## src/rtl/tff_count_ctrl_if.sv

```systemverilog
// Control/status bundle for the T flip-flop count sequencer.
interface tff_count_ctrl_if #(
  parameter int unsigned WIDTH  = 4,
  parameter int unsigned STEP_W = 8
);
  logic              start;
  logic              up;
  logic [WIDTH-1:0]  mod_n;
  logic [STEP_W-1:0] steps;
  logic              pause;
  logic              stop;
  logic [WIDTH-1:0]  t_out;
  logic [WIDTH-1:0]  q;
  logic              busy;
  logic              done;
  logic              tc;

  // Requester side: issues commands, observes the bank.
  modport master (
    output start, up, mod_n, steps, pause, stop,
    input  t_out, q, busy, done, tc
  );

  // Sequencer side.
  modport slave (
    input  start, up, mod_n, steps, pause, stop,
    output t_out, q, busy, done, tc
  );
endinterface

```

## src/rtl/tff_count_ctrl.sv

```systemverilog
// Sequencer driving a bank of T flip-flops to count up/down modulo N for a
// programmed number of steps, with pause, abort and a completion pulse.
module tff_count_ctrl #(
  parameter int unsigned WIDTH  = 4,
  parameter int unsigned STEP_W = 8
) (
  input  logic              clk,
  input  logic              rst,
  tff_count_ctrl_if.slave   bus
);

  localparam logic [1:0] S_IDLE = 2'd0;
  localparam logic [1:0] S_LOAD = 2'd1;
  localparam logic [1:0] S_RUN  = 2'd2;
  localparam logic [1:0] S_DONE = 2'd3;

  // Run parameters captured on an accepted start.
  typedef struct packed {
    logic              up;
    logic [WIDTH-1:0]  mod_n;
    logic [STEP_W-1:0] steps;
  } cfg_t;

  logic [1:0]        state;
  logic [1:0]        state_next;
  cfg_t              cfg;
  logic [STEP_W-1:0] cnt;
  logic [STEP_W-1:0] cnt_next;
  logic [WIDTH-1:0]  q;
  logic [WIDTH-1:0]  t_vec;
  logic              tc_c;
  logic              busy_r;
  logic              done_r;
  logic [WIDTH-1:0]  m_last;
  logic [WIDTH-1:0]  init_val;
  logic [WIDTH-1:0]  q_step;
  logic              wrap;

  // M-1 in WIDTH-bit arithmetic; mod_n = 0 naturally yields 2^WIDTH - 1.
  assign m_last   = cfg.mod_n - WIDTH'(1);
  assign init_val = cfg.up ? '0 : m_last;

  // Next count value modulo M and the wrap condition that raises tc.
  always_comb begin
    q_step = q;
    wrap   = 1'b0;
    if (cfg.up) begin
      if (q == m_last) begin
        q_step = '0;
        wrap   = 1'b1;
      end else begin
        q_step = q + WIDTH'(1);
      end
    end else begin
      if (q == '0) begin
        q_step = m_last;
        wrap   = 1'b1;
      end else begin
        q_step = q - WIDTH'(1);
      end
    end
  end

  // Next-state, step counter and toggle vector; reset forces a quiet bank.
  always_comb begin
    state_next = state;
    cnt_next   = cnt;
    t_vec      = '0;
    tc_c       = 1'b0;
    if (!rst) begin
      case (state)
        S_IDLE: begin
          if (bus.start) begin
            state_next = S_LOAD;
          end
        end
        S_LOAD: begin
          if (bus.stop) begin
            state_next = S_IDLE;
          end else begin
            t_vec      = q ^ init_val;
            cnt_next   = cfg.steps;
            state_next = (cfg.steps != '0) ? S_RUN : S_DONE;
          end
        end
        S_RUN: begin
          if (bus.stop) begin
            state_next = S_IDLE;
          end else if (!bus.pause) begin
            t_vec    = q ^ q_step;
            tc_c     = wrap;
            cnt_next = cnt - STEP_W'(1);
            if (cnt == STEP_W'(1)) begin
              state_next = S_DONE;
            end
          end
        end
        S_DONE: begin
          state_next = S_IDLE;
        end
        default: begin
          state_next = S_IDLE;
        end
      endcase
    end
  end

  // State register.
  always_ff @(posedge clk) begin
    if (rst) begin
      state <= S_IDLE;
    end else begin
      state <= state_next;
    end
  end

  // Capture run parameters when a start is accepted in IDLE.
  always_ff @(posedge clk) begin
    if (rst) begin
      cfg <= '0;
    end else if (state == S_IDLE && bus.start) begin
      cfg <= '{up: bus.up, mod_n: bus.mod_n, steps: bus.steps};
    end
  end

  // Remaining step counter.
  always_ff @(posedge clk) begin
    if (rst) begin
      cnt <= '0;
    end else begin
      cnt <= cnt_next;
    end
  end

  // T-stage bank: the toggle vector is its only write path.
  always_ff @(posedge clk) begin
    if (rst) begin
      q <= '0;
    end else begin
      q <= q ^ t_vec;
    end
  end

  // Registered status flags decoded from the upcoming state.
  always_ff @(posedge clk) begin
    if (rst) begin
      busy_r <= 1'b0;
      done_r <= 1'b0;
    end else begin
      busy_r <= (state_next == S_LOAD) || (state_next == S_RUN);
      done_r <= (state_next == S_DONE);
    end
  end

  assign bus.t_out = t_vec;
  assign bus.tc    = tc_c;
  assign bus.q     = q;
  assign bus.busy  = busy_r;
  assign bus.done  = done_r;

endmodule

```

## src/flat_wrapper.sv

```systemverilog
// flat-port wrapper written by rule: the top's interface ports become plain ports
module tff_count_ctrl_flat 
#(
  parameter int unsigned WIDTH  = 4,
  parameter int unsigned STEP_W = 8
)
  (clk, rst, bus_start, bus_up, bus_mod_n, bus_steps, bus_pause, bus_stop, bus_t_out, bus_q, bus_busy, bus_done, bus_tc);
  tff_count_ctrl_if #(.WIDTH(WIDTH), .STEP_W(STEP_W)) bus_i ();
  input  logic clk;
  input  logic rst;
  input wire logic [$bits(bus_i.start)-1:0] bus_start;
  input wire logic [$bits(bus_i.up)-1:0] bus_up;
  input wire logic [$bits(bus_i.mod_n)-1:0] bus_mod_n;
  input wire logic [$bits(bus_i.steps)-1:0] bus_steps;
  input wire logic [$bits(bus_i.pause)-1:0] bus_pause;
  input wire logic [$bits(bus_i.stop)-1:0] bus_stop;
  output wire logic [$bits(bus_i.t_out)-1:0] bus_t_out;
  output wire logic [$bits(bus_i.q)-1:0] bus_q;
  output wire logic [$bits(bus_i.busy)-1:0] bus_busy;
  output wire logic [$bits(bus_i.done)-1:0] bus_done;
  output wire logic [$bits(bus_i.tc)-1:0] bus_tc;
  assign bus_i.start = bus_start;
  assign bus_i.up = bus_up;
  assign bus_i.mod_n = bus_mod_n;
  assign bus_i.steps = bus_steps;
  assign bus_i.pause = bus_pause;
  assign bus_i.stop = bus_stop;
  assign bus_t_out = bus_i.t_out;
  assign bus_q = bus_i.q;
  assign bus_busy = bus_i.busy;
  assign bus_done = bus_i.done;
  assign bus_tc = bus_i.tc;
  tff_count_ctrl #(.WIDTH(WIDTH), .STEP_W(STEP_W)) u_core (.clk(clk), .rst(rst), .bus(bus_i));
endmodule
```

## config.mk

```make
export PLATFORM = sky130hd
export DESIGN_NAME = tff_count_ctrl_flat
export DESIGN_NICKNAME = d
export VERILOG_FILES = /design/src/rtl/tff_count_ctrl_if.sv /design/src/rtl/tff_count_ctrl.sv /design/src/flat_wrapper.sv
export SDC_FILE = /design/constraint.sdc
export NUM_CORES = 1
export LEC_CHECK = 0
export BUFFER_PORTS_ARGS = -buffer_cell sky130_fd_sc_hd__buf_4
export CORE_MARGIN = 1.5
export CORE_UTILIZATION = 40
export DETAILED_ROUTE_END_ITERATION = 6
export PLACE_DENSITY_LB_ADDON = 0.12
export RECOVER_POWER = 25
export SKIP_CTS_REPAIR_TIMING = 1
export SLEW_MARGIN = 10
export SYNTH_ARGS = -nofsm -noshare
export SYNTH_HDL_FRONTEND = slang
export SYNTH_SLANG_ARGS = --single-unit
```

## constraint.sdc

```tcl
create_clock -name clk -period 5.75 [get_ports clk]
set_clock_uncertainty 0.05 [all_clocks]
set_input_delay 0.575 -clock clk [delete_from_list [all_inputs] [get_ports clk]]
set_output_delay 0.575 -clock clk [all_outputs]
set_load 0.005 [all_outputs]
```

==> Yosys cells after proc, flatten, opt, wreduce, memory -nomap -nowiden <==
Cells that the tools add are included.
{ "word_totals": {"inputBits": 18, "wordCells": 61, "register_bits": 29, "out_inout_bits": 11} }
{ "op_classes": {"mux": 28, "bitwise_logic": 3, "eq_ne": 11, "n_addsub": 4, "reduce_logical": 7} }
{ "ops": {"columns": ["operator", "n"], "rows": [
  ["$mux 4", 8],
  ["$mux 8", 3],
  ["$pmux 8 s2", 1],
  ["$mux 2", 6],
  ["$xor 4x4->4", 3],
  ["$eq 2x2->1 const B", 4],
  ["$eq 8x1->1 const B", 1],
  ["$mux 1", 8],
  ["$pmux 2 s4", 1],
  ["$pmux 4 s2", 1],
  ["$reduce_bool 8->1", 1],
  ["$sub 4x1->4 const B", 2],
  ["$sub 8x1->8 const B", 1],
  ["$ne 2x2->1 const B", 3],
  ["$add 4x1->4 const B", 1],
  ["$eq 2x1->1 const B", 2],
  ["$eq 4x4->1", 1],
  ["$logic_not 4->1", 1],
  ["$reduce_and 4->1", 1],
  ["$logic_not 2->1", 1],
  ["$reduce_bool 2->1", 1],
  ["$logic_and 1x1->1", 1],
  ["$logic_or 1x1->1", 1]
]} }

==> Longest topological paths before layout <==
Gate-level depths: netlist (run 1).
{ "depth": {"word_depth": 10, "mapped_depth": 10, "depth_no_buf": 9} }

==> Worst setup path before layout (run 1) <==
OpenSTA, ideal clock, no wires.
{ "synth_path": {"path_type": "flip-flop to output port", "from": "register u_core.cfg[8] in the netlist's numbering", "to": "output port bus_t_out[2]", "path_stages_with_launch": 10, "t_arrival_ps": 1811, "path_buffers": 1, "t_required_ps": 5125, "path_slack_ps": 3314, "cell_sequence": "dfxtp_1 > buf_6 > inv_1 > ha_1 > xnor2_1 > nor2b_1 > nor3b_1 > o311a_1 > o211a_1 > nor3_1"} }
{ "synth_via": {"elab_chain_cells": 9} }
{ "synth_lines": {"columns": ["element", "line_no", "text"], "rows": [
  ["start: declaration", "tff_count_ctrl.sv:26", "cfg_t cfg;"],
  ["start signal: assignment", "tff_count_ctrl.sv:122", "cfg <= '{up: bus.up, mod_n: bus.mod_n, steps: bus.steps};"],
  ["$sub 4x1->4 (*)", "tff_count_ctrl.sv:40", "assign m_last = cfg.mod_n - WIDTH'(1);"],
  ["$eq 4x4->1", "tff_count_ctrl.sv:48", "if (q == m_last) begin"],
  ["$mux 4", "tff_count_ctrl.sv:48", null],
  ["$mux 4", "tff_count_ctrl.sv:47", "if (cfg.up) begin"],
  ["$xor 4x4->4", "tff_count_ctrl.sv:90", "t_vec = q ^ q_step;"],
  ["$mux 4", "tff_count_ctrl.sv:89", "end else if (!bus.pause) begin"],
  ["$mux 4", "tff_count_ctrl.sv:87", "if (bus.stop) begin"],
  ["$pmux 4 s2 (*)", "tff_count_ctrl.sv:71", "case (state)"],
  ["$mux 4 (*)", "tff_count_ctrl.sv:70", "if (!rst) begin"],
  ["end: declaration", "flat_wrapper.sv:17", "output wire logic [$bits(bus_i.t_out)-1:0] bus_t_out;"]
]} }
Every way passes the cells marked *; elsewhere a longest branch is shown, timed or not.

==> Worst setup path in the final report (run 1) <==
{ "layout_path": {"from": "register u_core.state[0]", "to": "output port bus_t_out[3]"} }
{ "layout_via": {"elab_chain_cells": 3} }
{ "layout_lines": {"columns": ["element", "line_no", "text"], "rows": [
  ["start: declaration", "tff_count_ctrl.sv:24", "logic [1:0] state;"],
  ["start signal: assignment", "tff_count_ctrl.sv:113", "state <= state_next;"],
  ["$eq 2x2->1 or $eq 2x1->1 (tied branches)", "tff_count_ctrl.sv:71", null],
  ["$pmux 4 s2 (*)", "tff_count_ctrl.sv:71", null],
  ["$mux 4 (*)", "tff_count_ctrl.sv:70", null]
]} }
Marks and branches as above.

==> results of run 1 <==
-- sequential cells by signal (all words and copies together), names as in the netlist --
signal / flops
u_core.cfg: 13
u_core.cnt: 8
u_core.bus.q: 4
u_core.state: 2
u_core.bus.busy: 1
u_core.bus.done: 1
-- where the power goes --
group	leakage (nW)	internal (mW)	switching, mW
combinational	0.614	0.0734	0.0794
sequential	0.237	0.215	0.0210
clock	0.0443	0.0947	0.0740
total	0.896	0.383	0.174
-- metrics by stage --
stage	instances	util (%)	worst slack [ns]	cell area, um^2
5_1_grt	328	49.30	2.493	2206
2_1_floorplan	255	-	3.314	1909
6_report	328	49.30	2.665	2206
3_3_place_gp	321	47.37	3.036	2120
3_5_place_dp	321	47.37	2.975	2120
4_1_cts	328	49.30	2.659	2206
-- worst paths after layout --
kind                    from             to  slack [ns]  depth (start not counted)
min reg2reg    u_core.cfg[5]  u_core.cfg[5]        0.43                          2
max reg2reg  u_core.state[0]  u_core.cnt[0]        3.14                          7
min            u_core.cfg[5]  u_core.cfg[5]        0.43                          2
max          u_core.state[0]   bus_t_out[3]        2.67                          8
-- final cells by class --
type	instances	area (um^2)	area share [%]
inverter	11	41.29	1.872
sequential	29	580.6	26.32
multi-input combinational	201	1222	55.42
clock buffer	7	86.33	3.914
timing repair buffer	28	210.2	9.529
tap	52	65.06	2.950
-- critical path, stage by stage (launching register included) --
cell and delay [ns]:
dfxtp_1 0.33, inv_1 0.13, ha_1 0.56, or3b_1 0.48, nor2_1 0.20, nand3_1 0.10
o32a_1 0.20, nand2_2 0.07, buf_4 0.11
-- metal layers --
metal	part of all wire, %	routed length [um]
met3	4.5	202
met1	49	2217
met5	0	0
met4	1.6	70
met2	44	1988
-- layout by cell type, fill, tap and decap left out, types with 6 or more instances in the layout --
cell type  count
nand2_1       46
o21ai_0        9
clkbuf_8       6
buf_4         24
nor2b_1        8
inv_1         10
ha_1          10
a211oi_1       6
nor3_1         7
dfxtp_1       29
a21oi_1       31
nor2_1        18
-- kinds of logic after synthesis --
logic type	count (synthesis)	synth area share, %
and+or+nand+nor	103	25.75
AOI/OAI and AO/OA	78	25.62
DFF	29	30.41
buffers and inverters	25	5.570
adders and majority gates	10	6.553
xor gates and xnor gates	9	5.570
muxes	1	0.5243
==> key figures, run 1 <==
Timing
  – Peak Freq: 0.3242 GHz
  – Pins Over Slew Limit: 0
  – Hold slack: 0.4272 ns
  – Worst-Margin Slew: 0.8970 ns
  – Fin. Hold Viols: 0
  – Fin crit period: 3.085 ns
  – RSZ-0062 raised after global routing: no
  – TNS Setup: 0 ns
  – Slew headroom: 40.20%
  – Final period utilization: 53.65%
  – Final setup fails: 0

Finish
  – Nets: 304
  – Area delta synth->final: 15.53%
  – Antenna Diode Count: 0
  – Layout cells sized above 1: 14.86%
  – Fillers: 465

Global routing
  – Tot GR Track Use: 18.98%
  – Via count of the first global-routing pass: 1670
  – Most Used Layer, Global Route: met2
  – Total global routing overflow: 0
  – Met2 usage: 28.70%
  – Number of antenna violations at the first check in global routing: 0
  – Largest net degree at the start of global routing: 35
  – Met1 Use GR: 25.90%
  – First-pass GRT wire length: 7776 um
  – GR met3 Demand/Resource: 4.444%

Synth
  – Post-synth cell types: 52
  – Mapped Nets: 283
  – Number of flops mapped to enable cells by yosys: 0
  – Syn Std Cell Area: 1909 um^2
  – Syn avg cell area: 7.488 um^2
  – Synth top area share: 30.41%
  – Synth Flop Type: dfxtp_1
  – Seq/Total Area, Yosys: 30.41%
  – Cells after Synth: 255
  – Largest cells by area after synthesis: dfxtp_1, nand2_1, a21oi_1, ha_1, nor2_1
  – Post-synth top area cell: dfxtp_1
  – Ys Warns: 0
  – Top-count cell post-synth: nand2_1
  – Commonest cells post-synth: nand2_1, a21oi_1, dfxtp_1
  – Register bit total from synthesis: 29
  – Ys async rst share: 0%

Setup path
  – Crit. End Element: output port
  – WP data required: 5.12 ns
  – CP arrival: 2.46 ns
  – CP max FO: 18
  – Kind of critical path: register to output port
  – Startpoint types: register

Clocking
  – TritonCTS clock tree: done
  – Clk sinks: 29
  – Clk Latency, worst-skew pair: 0.28 ns
  – Clk buf depth: 2
  – Clk root buf: clkbuf_8
  – Num CTS Buffers: 5
  – Clock transition at the registers of the reported paths: 0.06 ns
  – Max H-tree Level: 2

Route
  – Iter 0 DRT Violations: 131
  – Vias: 1825
  – Drt total wl: 4479 um
  – Routed wire per std cell: 13.66 um
  – Final ANT Viol Nets: 0
  – Vias per cell: 5.564
  – First-pass DRT Iterations: 5
  – Remaining DRCs: 0

Outcome
  – Outcome: finished clean

Floorplanning
  – Core area: 4474 um^2
  – IO Count: 29
  – Num rows: 24
  – Die H: 72.09 um
  – Initial Util: 42.67%
  – Die area: 5197 um^2
  – Die width: 72.09 um

Hold path
  – Hold Path Class: register to register

Power and ir drop
  – LEAKAGE: 0.8957 nW
  – Total power: 0.5578 mW
  – PwrDens: 252.9 nW/um^2
  – VDD IR max: 0.1268 mV

Place
  – Port bufs: 28
  – Routability cong.: 0.8331
  – HPWL after detailed placement: 3219 um

Flow run
  – Maxcap violations: 0
No activity file was read; power rests on OpenSTA's default activity.
==> run 2: changes to the inputs <==
==> constraint.sdc (replaced) <==
create_clock -name clk -period 3.2 [get_ports clk]
set_clock_uncertainty 0.05 [all_clocks]
set_input_delay 0.32 -clock clk [delete_from_list [all_inputs] [get_ports clk]]
set_output_delay 0.32 -clock clk [all_outputs]
set_load 0.005 [all_outputs]
==> key figures, run 2 (synthesis results as in run 1) <==
Power and ir drop
  – VDD IR max: 0.1893 mV
  – PwrDens: 445.4 nW/um^2
  – LEAKAGE: 0.9114 nW

Timing
  – Pins Over Slew Limit: 0
  – Final setup fails: 0
  – Worst-Margin Slew: 0.6635 ns
  – Hold slack: 0.2349 ns
  – Final period utilization: 85.49%
  – Fin crit period: 2.736 ns
  – RSZ-0062 raised after global routing: no
  – TNS Setup: 0 ns
  – Worst Slack Setup Final: 0.4645 ns
  – Fin. Hold Viols: 0
  – Peak Freq: 0.3656 GHz
  – Slew headroom: 55.74%

Hold path
  – Hold Path Class: input pin to register
  – Hold Startpoint: bus_steps[1]

Setup path
  – Reg-to-Reg Start: u_core.state[1]
  – Critical path cell sequence: inv_1 > ha_1 > xnor2_1 > nor2b_1 > nor3b_1 > o311a_1 > o211a_1 > nor3_1 > buf_4
  – CP bufs+invs: 2
  – CP Launch Point: u_core.cfg[8]
  – CP peak stage delay: 0.45 ns
  – Crit-path leading delay family: compound AO/OA/AOI/OAI gates
  – R2R Setup Slk: 1.03 ns
  – Kind of critical path: register to output port
  – CP max FO: 8
  – Slowest-stage cell, CP: dfxtp_1
  – Crit. End Element: output port
  – CP arrival: 2.37 ns
  – WP data required: 2.83 ns
  – Startpoint types: register

Floorplanning
  – Die H: 72.09 um
  – Num rows: 24
  – Initial Util: 42.67%
  – Die width: 72.09 um
  – Core area: 4474 um^2
  – IO Count: 29
  – Die area: 5197 um^2

Clocking
  – Clock transition at the registers of the reported paths: 0.06 ns
  – Clk sinks: 29
  – Num CTS Buffers: 5
  – Clk buf depth: 2
  – Max H-tree Level: 2
  – Clk Latency, worst-skew pair: 0.28 ns
  – TritonCTS clock tree: done
  – Clk root buf: clkbuf_8

Place
  – Pre-CTS setup slack: 0.7850 ns
  – Cell total after placement: 324
  – HPWL after detailed placement: 3286 um
  – Port bufs: 28
  – Routability cong.: 0.8365

Finish
  – Most frequent cells in the layout: nand2_1, a21oi_1, dfxtp_1
  – Nets: 307
  – Non-Filler Instances: 332
  – Reg with most FFs: u_core.cfg
  – Most common cell after layout, fill and taps aside: nand2_1
  – Area delta synth->final: 16.51%
  – Antenna Diode Count: 0
  – Number of flip-flops under the largest register name: 13
  – Layout cells sized above 1: 16.07%
  – Biggest regs: u_core.cfg: 13 flops, u_core.cnt: 8 flops, u_core.bus.q: 4 flops

Route
  – Vias: 1815
  – First-pass DRT Iterations: 4
  – Remaining DRCs: 0
  – Final ANT Viol Nets: 0
  – Vias per cell: 5.467
  – Iter 0 DRT Violations: 87
  – Routed wire per std cell: 13.57 um
  – Drt total wl: 4506 um

Global routing
  – Number of antenna violations at the first check in global routing: 0
  – Tot GR Track Use: 18.99%
  – Total global routing overflow: 0
  – First-pass GRT wire length: 7741 um
  – Via count of the first global-routing pass: 1672
  – Largest net degree at the start of global routing: 35

Outcome
  – Outcome: finished clean

Flow run
  – Maxcap violations: 0
run 2: final timing paths:
path | end | cells past startpoint
min | u_core.cfg[1] | 3
max | bus_t_out[2] | 9
min reg2reg | u_core.cfg[5] | 2
max reg2reg | u_core.bus.busy | 9
run 2: power by group:
group          leakage (nW)  switching [mW]  internal, mW  total [mW]
Clock                0.0450           0.140         0.150       0.290
Sequential            0.237          0.0373         0.387       0.424
Combinational         0.629           0.143         0.133       0.276
Total                 0.911           0.320         0.671       0.991
run 2: layout make-up:
cell class / count / area (um^2)
clock buffer: 6 / 72.57
multi-input combinational: 201 / 1222
fill: 478 / 2250
sequential: 29 / 580.6
inverter: 11 / 41.29
timing repair buffer: 31 / 232.7
tap: 52 / 65.06
clock inverter: 2 / 10.01
run 2: metrics by stage:
stage	util (%)	power, mW	cell area, um^2
final	49.72	0.9909	2225
after CTS	49.72	1.005	2225
after global placement	47.87	0.7089	2142
after floorplan	-	0.6326	1909
after global routing	49.72	1.057	2225
after detailed placement	47.87	0.7088	2142
run 2: worst reg2reg max path: cells and delay by family (launching register included):
| family | cells | cell delay (ns) |
|---|---|---|
| compound gates | 3 | 0.65 |
| fa+ha+maj | 2 | 0.49 |
| buf+inv | 1 | 0.12 |
| flops | 1 | 0.39 |
| simple gates | 3 | 0.37 |
run 2: routing by layer:
metal  wire length [um]  track usage (%)  part of all wire, %  up-vias
li1                   -                -                    -      941
met1               2219            25.60                   49      823
met2               1990            29.84                   44       45
met3                229            4.722                  5.1        6
met4                 67            6.289                  1.5        0
met5                  0                0                    0        -
==> run 3: changes to the inputs <==
--- a/config.mk
+++ b/config.mk
@@ -5,9 +5,11 @@
 export SDC_FILE = /design/constraint.sdc
 export NUM_CORES = 1
 export LEC_CHECK = 0
+export ABC_AREA = 1
 export BUFFER_PORTS_ARGS = -buffer_cell sky130_fd_sc_hd__buf_4
 export CORE_MARGIN = 1.5
 export CORE_UTILIZATION = 40
+export CTS_CLUSTER_SIZE = 20
 export DETAILED_ROUTE_END_ITERATION = 6
 export PLACE_DENSITY_LB_ADDON = 0.12
 export RECOVER_POWER = 25
==> key figures, run 3 <==
Power and ir drop
  – Sequential Power Share: 39.8%
  – VDD IR max: 0.1857 mV
  – Net Sw Power: 0.2918 mW
  – Switch share: 28.91%
  – Gate power share: 20.7%
  – Internal power: 0.7175 mW
  – PwrDens: 445.2 nW/um^2
  – Power share of the clock group: 39.5%
  – Total power: 1.009 mW
  – LEAKAGE: 1.107 nW

Synth
  – Post-synth top area cell: dfxtp_1
  – Synth top area share: 30.31%
  – Ys async rst share: 0%
  – Syn avg cell area: 6.605 um^2
  – Top-count cell post-synth: nand2_1
  – Cells after Synth: 290
  – Commonest cells post-synth: nand2_1, nor2_1, a21oi_1, dfxtp_1, inv_1
  – Register bit total from synthesis: 29
  – Largest cells by area after synthesis: dfxtp_1, nand2_1, a21oi_1, ha_1, nor2_1
  – Synth Flop Type: dfxtp_1
  – Number of flops mapped to enable cells by yosys: 0
  – Syn Std Cell Area: 1916 um^2
  – Seq/Total Area, Yosys: 30.31%
  – Ys Warns: 0
  – Post-synth cell types: 30
  – Mapped Nets: 318

Setup path
  – Reg-to-Reg Start: u_core.state[0]
  – CP Launch Point: u_core.state[0]
  – CP arrival: 2.21 ns
  – Crit. End Element: output port
  – Kind of critical path: register to output port
  – WP data required: 2.83 ns
  – Startpoint types: register
  – CP max FO: 18

Clocking
  – Clock transition at the registers of the reported paths: 0.06 ns
  – Clk sinks: 29
  – Num CTS Buffers: 5
  – Clk Latency, worst-skew pair: 0.28 ns
  – Clk buf depth: 2
  – Max H-tree Level: 2
  – TritonCTS clock tree: done
  – Clk root buf: clkbuf_8

Global routing
  – Largest net degree at the start of global routing: 24
  – Via count of the first global-routing pass: 1718
  – Tot GR Track Use: 19.06%
  – Number of antenna violations at the first check in global routing: 0
  – First-pass GRT wire length: 7721 um
  – Total global routing overflow: 0

Finish
  – Nets: 346
  – Antenna Diode Count: 0
  – Fillers: 452
  – Reg area: 580.6 um^2
  – Most frequent cells in the layout: nand2_1, nor2_1, a21oi_1, dfxtp_1, inv_1
  – Non-Filler Instances: 371
  – Biggest regs: u_core.cfg: 13 flops, u_core.cnt: 8 flops, u_core.bus.q: 4 flops
  – Layout cells sized above 1: 21.00%
  – Most common cell after layout, fill and taps aside: nand2_1
  – Layout Utilization: 50.67%
  – Area delta synth->final: 18.35%
  – Multi-input logic area: 1145 um^2
  – Reg with most FFs: u_core.cfg
  – Number of flip-flops under the largest register name: 13

Route
  – Vias: 1884
  – Iter 0 DRT Violations: 100
  – Drt total wl: 4456 um
  – First-pass DRT Iterations: 4
  – Vias per cell: 5.078
  – Final ANT Viol Nets: 0
  – Routed wire per std cell: 12.01 um
  – Remaining DRCs: 0

Timing
  – Final period utilization: 80.61%
  – Pins Over Slew Limit: 0
  – Peak Freq: 0.3877 GHz
  – RSZ-0062 raised after global routing: no
  – Fin. Hold Viols: 0
  – TNS Setup: 0 ns
  – Slew headroom: 56.08%
  – Final setup fails: 0
  – Fin crit period: 2.579 ns
  – Worst-Margin Slew: 0.6572 ns

Floorplanning
  – Die width: 72.20 um
  – IO Count: 29
  – Die H: 72.20 um
  – Die area: 5213 um^2
  – Num rows: 24
  – Initial Util: 42.81%
  – Core area: 4474 um^2

Flow run
  – Maxcap violations: 0

Place
  – Routability cong.: 0.9005
  – Cell total after placement: 363
  – HPWL after detailed placement: 3289 um
  – Port bufs: 28

Outcome
  – Outcome: finished clean

Hold path
  – Hold Path Class: input pin to register
  – Hold Startpoint: bus_steps[1]
[run 3: final cells by class]
type	instances	area share, %
multi-input cells	215	50.50
flip-flops and latches	29	25.61
repair buffers	29	9.603
inverters	38	6.291
clock buffers	7	3.808
well taps	52	2.870
clock inverters	1	1.325
[run 3: power by group through the flow]
stage               sequential, mW  combinational [mW]  clock [mW]
global route                 0.405               0.242       0.425
finish                       0.402               0.209       0.399
floorplan                    0.403               0.160           0
detailed placement           0.410               0.208           0
CTS                          0.402               0.209       0.411
global placement             0.409               0.208           0
[run 3: final timing paths]
path	to	slack [ns]	cells past startpoint
hold / removal	u_core.cfg[1]	0.24	3
hold reg to reg	u_core.cfg[9]	0.44	2
setup reg to reg	u_core.cnt[3]	0.85	11
setup / recovery	bus_t_out[0]	0.62	11
[run 3: worst max-delay path, stage by stage, from the launching register on]
cell and delay, ns:
dfxtp_1 0.33, inv_1 0.13, ha_1 0.24, inv_1 0.28
nor2_1 0.28, nand2_2 0.11, a31oi_1 0.15, o21ai_1 0.08
o21ai_1 0.08, nand2_1 0.10, inv_1 0.07, buf_4 0.10
[run 3: per-stage QoR]
stage,cell area (um^2),worst slack (ns),hold slack [ns]
after floorplan,1916,1.332,0.3945
after global placement,2153,1.056,0.4249
after detailed placement,2153,1.046,0.4276
after CTS,2270,0.7301,0.2332
after global routing,2267,0.3392,0.2389
final,2267,0.6205,0.2360
[run 3: cell families after synthesis]
logic type,count (synthesis),synth area share (%)
buffers and inverters,46,9.798
adder cells (fa/ha/maj),10,6.532
XOR/XNOR,5,2.286
AO/OA/AOI/OAI,66,19.01
flip-flops,29,30.31
AND/OR/NAND/NOR,134,32.07
[run 3: metal layers]
| metal | routed length [um] | track usage, % | vias to the layer above |
|---|---|---|---|
| li1 | - | - | 999 |
| met1 | 2309 | 25.82 | 835 |
| met2 | 1912 | 29.22 | 43 |
| met3 | 180 | 4.444 | 7 |
| met4 | 54 | 7.966 | 0 |
| met5 | 0 | 0 | - |
